<file path="src/rtl/demultiplexer_b_reg.sv">
// Five-channel registered write-back demultiplexer with per-channel valid/ack
// handshake, sticky illegal-select error flag and an accepted-write counter.
module demultiplexer_b_reg #(
    parameter int W  = 8,
    parameter int CW = 8
) (
    input  logic          CLK,
    input  logic          RST_N,
    input  logic [W-1:0]  D,
    input  logic [2:0]    S,
    input  logic          WE,
    output logic          READY,
    output logic [W-1:0]  Y_A,
    output logic [W-1:0]  Y_B,
    output logic [W-1:0]  Y_C,
    output logic [W-1:0]  Y_D,
    output logic [W-1:0]  Y_E,
    output logic [4:0]    V,
    input  logic [4:0]    ACK,
    output logic          ERR,
    input  logic          CLR_ERR,
    output logic [CW-1:0] WCNT
);

    logic [4:0][W-1:0] y_q, y_d;
    logic [4:0]        v_q, v_d;
    logic              err_q, err_d;
    logic [CW-1:0]     wcnt_q, wcnt_d;

    logic [4:0]        sel_oh_s;
    logic              illegal_s;
    logic              accept_s;

    // One-hot decode of the destination select; illegal codes decode to zero
    always_comb begin
        sel_oh_s  = 5'b00000;
        illegal_s = 1'b0;
        case (S)
            3'd0:    sel_oh_s = 5'b00001;
            3'd1:    sel_oh_s = 5'b00010;
            3'd2:    sel_oh_s = 5'b00100;
            3'd3:    sel_oh_s = 5'b01000;
            3'd4:    sel_oh_s = 5'b10000;
            default: illegal_s = 1'b1;
        endcase
    end

    // READY looks only at S and registered V, never at ACK, WE or D
    assign READY    = |(sel_oh_s & ~v_q);
    assign accept_s = WE & READY;

    // Next-state computation for data, valid, error and counter
    always_comb begin
        v_d = v_q & ~ACK;
        if (accept_s) begin
            v_d = v_d | sel_oh_s;
        end else begin
            v_d = v_d;
        end

        for (int i = 0; i < 5; i++) begin
            if (accept_s && sel_oh_s[i]) begin
                y_d[i] = D;
            end else begin
                y_d[i] = y_q[i];
            end
        end

        if (accept_s) begin
            wcnt_d = wcnt_q + {{(CW-1){1'b0}}, 1'b1};
        end else begin
            wcnt_d = wcnt_q;
        end

        // A new illegal write outranks a same-cycle clear
        if (WE && illegal_s) begin
            err_d = 1'b1;
        end else if (CLR_ERR) begin
            err_d = 1'b0;
        end else begin
            err_d = err_q;
        end
    end

    // State registers with synchronous active-low reset
    always_ff @(posedge CLK) begin
        if (!RST_N) begin
            y_q    <= '0;
            v_q    <= 5'b00000;
            err_q  <= 1'b0;
            wcnt_q <= '0;
        end else begin
            y_q    <= y_d;
            v_q    <= v_d;
            err_q  <= err_d;
            wcnt_q <= wcnt_d;
        end
    end

    assign Y_A  = y_q[0];
    assign Y_B  = y_q[1];
    assign Y_C  = y_q[2];
    assign Y_D  = y_q[3];
    assign Y_E  = y_q[4];
    assign V    = v_q;
    assign ERR  = err_q;
    assign WCNT = wcnt_q;

endmodule

</file>
<file path="config.mk">
export PLATFORM = sky130hd
export DESIGN_NAME = demultiplexer_b_reg
export DESIGN_NICKNAME = d
export VERILOG_FILES = /design/src/rtl/demultiplexer_b_reg.sv
export SDC_FILE = /design/constraint.sdc
export NUM_CORES = 1
export LEC_CHECK = 0
export CAP_MARGIN = 20
export CELL_PAD_IN_SITES_DETAIL_PLACEMENT = 1
export CELL_PAD_IN_SITES_GLOBAL_PLACEMENT = 2
export CORE_ASPECT_RATIO = 1.25
export CORE_MARGIN = 2
export CORE_UTILIZATION = 26
export CTS_CLUSTER_DIAMETER = 80
export DETAILED_ROUTE_END_ITERATION = 12
export GPL_TIMING_DRIVEN = 0
export PLACE_DENSITY_LB_ADDON = 0.1
export SKIP_LAST_GASP = 1
export SLEW_MARGIN = 20
export SYNTH_ARGS = -nofsm -noshare
export SYNTH_HDL_FRONTEND = slang
export SYNTH_SLANG_ARGS = --single-unit
</file>
<file path="constraint.sdc">
create_clock -name CLK -period 1.91 [get_ports CLK]
set_clock_uncertainty 0.1 [all_clocks]
set_input_delay 0.2865 -clock CLK [delete_from_list [all_inputs] [get_ports CLK]]
set_output_delay 0.2865 -clock CLK [all_outputs]
set_load 0.005 [all_outputs]
</file>
==> summary.txt, run 1 <==
Initial DRC Count: 64
Clock-pin transition on the worst setup and hold timing paths: 0.09 ns
Slew of the pin with the lowest slew margin: 0.6978 ns
Maximum number of pins on one net before global-route repair: 17
CTS buffer count: 5
Outcome: finished, violations left
Worst setup path startpoint: V[1]
Area Overhead vs Synth: 45.01%
Post-Place Worst Slack: -0.2446 ns
LEAKAGE: 1.210 nW
Critical Path AT: 1.45 ns
Number of max-capacitance violations reported: 0
Count of antenna diodes in the layout: 0
Beginning of the worst register-to-register path: V[0]
Unique masters post-synth: 31
Crit path capture type: primary output
Largest fanout of any net on the critical path: 4
Average wire per standard cell: 15.34 µm
Netlist area before placement: 2171 µm²
Hold buffer count at CTS: 0
H-tree levels: 2
Hold Violations, Final: 0
Most frequent standard cell in the layout excluding fill and tap cells: sky130_fd_sc_hd__clkdlybuf4s50_1
Clock buffer depth: 2
Initial antenna violation count: 0
Grt total ovfl: 0
Chip width: 85.73 µm
Pwr dens: 692.1 nW/µm²
Post-synth top flop: sky130_fd_sc_hd__dfxtp_1
Via count normalized by instance count: 4.632
Tcrit/Tclk final: 96.28%
Register-to-register setup slack: 0.25 ns
Count of nets after finishing: 336
All-Layer GR Usage: 14.26%
Path type of the worst min-delay path: input port to flop
Global placement routability congestion: 0.7035
Remaining DRCs: 4
Async set or reset register ratio after synthesis: 0%
FF+latch count, synth: 54
Warning count from the yosys run: 0
Area enclosed by the die boundary: 9101 µm²
Via total after detailed routing: 1913
Upper clock frequency limit: 543.8 MHz
Final core occ: 38.42%
VDD IR-drop max: 0.0003175 V
Number of instances in the synthesized netlist: 236
Number of routed nets with antenna violations: 0
Root buffer cell: sky130_fd_sc_hd__clkbuf_8
Violated checks: design-rule violations
Final-report setup violation count: 0
Startpoint kind of the worst setup timing path: flop
Skew-Pair Late Insertion Delay: 0.31 ns
Max Transition Viols Final: 0
Starting Density: 26.49%
CTS tree: yes
Min cycle time layout: 1.839 ns
Worst hold path startpoint: S[1]
Number of ports placed on the die boundary: 75
Wire length of the first global-routing pass: 10160 µm
Number of input and output port buffers inserted: 72
Detailed Routing Iterations Pass 1: 10
Critical path type: flop to primary output
Number of enable-type register cells in the synthesized netlist: 0
Critical path required time: 1.52 ns
Total clock sinks: 54
Drt total wl: 6335 µm
Post-synthesis average cell area: 9.198 µm²
CORE AREA: 8194 µm²
Worst-case setup margin in the final layout: 0.07107 ns
Portion of the post-synthesis area used by sequential elements: 49.80%
Post-Synthesis Net Count: 257
Half-perimeter wire length of the detailed placement result: 4668 µm
Leading cell types in the layout, fill and taps excluded: sky130_fd_sc_hd__clkdlybuf4s50_1 (71), sky130_fd_sc_hd__dfxtp_1 (53), sky130_fd_sc_hd__nand2_1 (32)
Via count of the first global-routing pass: 1956
Y dimension of the die: 106.2 µm
Fraction of layout instances using a drive strength above 1: 7.911%
Relative slew slack: 53.31%
Total number of placement rows: 37
## layer usage
metal  global-route usage, %  wire length [µm]  vias to the layer above
met3                   3.727               341                        6
met1                   18.04              2804                      901
li1                        -                 -                      959
met2                   23.60              3101                       47
met5                       0                 0                        -
met4                   4.422                87                        0
## final cells by class
class                      count  area, µm²
clock buffer                   5      68.82
sequential                    54       1082
buffer                        14      77.57
clock inverter                 3      40.04
timing repair buffer          72      719.4
tap                           97      121.4
fill                         944       5046
inverter                       2      7.507
multi-input combinational    166       1031
## cells in the mapped netlist (3+ instances only)
library cell               number  share of area [%]
sky130_fd_sc_hd__dfxtp_1       54                 50
sky130_fd_sc_hd__nand2_1       33                5.7
sky130_fd_sc_hd__mux2i_1       31                 14
sky130_fd_sc_hd__a21oi_1       28                6.5
sky130_fd_sc_hd__nor2_1        28                4.8
sky130_fd_sc_hd__nand3_1       12                2.8
sky130_fd_sc_hd__nand2b_1      11                3.2
sky130_fd_sc_hd__clkbuf_1       6                1.0
sky130_fd_sc_hd__buf_2          4               0.92
sky130_fd_sc_hd__o21ai_0        4               0.92
sky130_fd_sc_hd__buf_4          3                1.0
## worst max-delay path, cell delays in order, from the launching register on
cell,delay [ns]
sky130_fd_sc_hd__dfxtp_2,0.35
sky130_fd_sc_hd__mux2_4,0.29
sky130_fd_sc_hd__nor2_1,0.09
sky130_fd_sc_hd__nand2_1,0.06
sky130_fd_sc_hd__o21ai_0,0.10
sky130_fd_sc_hd__dlygate4sd2_1,0.26
## path summary, 6_finish.rpt
path	end	cells after the start
worst min-delay path	ERR	3
worst min register to register	Y_A[2]	2
worst max register to register	Y_A[4]	4
worst max-delay path	READY	5
## cell families after synthesis
logic type	share of synthesized area [%]
multiplexers	14.81
adder cells (fa/ha/maj)	0.5763
AO/OA/AOI/OAI	9.682
AND/OR/NAND/NOR	21.27
flip-flops	49.80
buffers and inverters	3.862
## power breakdown
group	total, mW	switching, mW	internal (mW)
sequential	1.17	0.0189	1.15
combinational	0.236	0.113	0.122
clock	0.774	0.387	0.387
total	2.18	0.519	1.66
## sequential cells by signal (all words and copies together) (netlist names)
| register | cells |
|---|---|
| ERR | 1 |
| V | 5 |
| WCNT | 8 |
| Y_A | 8 |
| Y_B | 8 |
| Y_C | 8 |
| Y_D | 8 |
| Y_E | 8 |
## metrics by stage
step	hold WS, ns	instance area (µm²)	power [mW]	setup TNS, ns	instances
5_1_grt	0.2668	3148	2.281	-0.004219	413
4_1_cts	0.2344	3124	2.211	0	413
3_5_place_dp	0.3486	3013	1.432	-8.042	405
6_report	0.2474	3148	2.179	0	413
2_1_floorplan	0.3225	2171	1.293	0	236
3_3_place_gp	0.3428	3013	1.428	-7.565	405
## timing repair
action / 4_1_cts / 5_1_grt
endpoints found under the hold margin: 0 / 0
setup buffers: 0 / 0
resized for setup: 2 / 7
setup endpoints to repair: 1 / 19
(Power assumes the default switching activity.)
==> inputs of run 2 (changes only) <==
SLEW_MARGIN = default   (was 20)
==> results of run 2 <==
Final layout, timing and power as in run 1 (identical DEF).
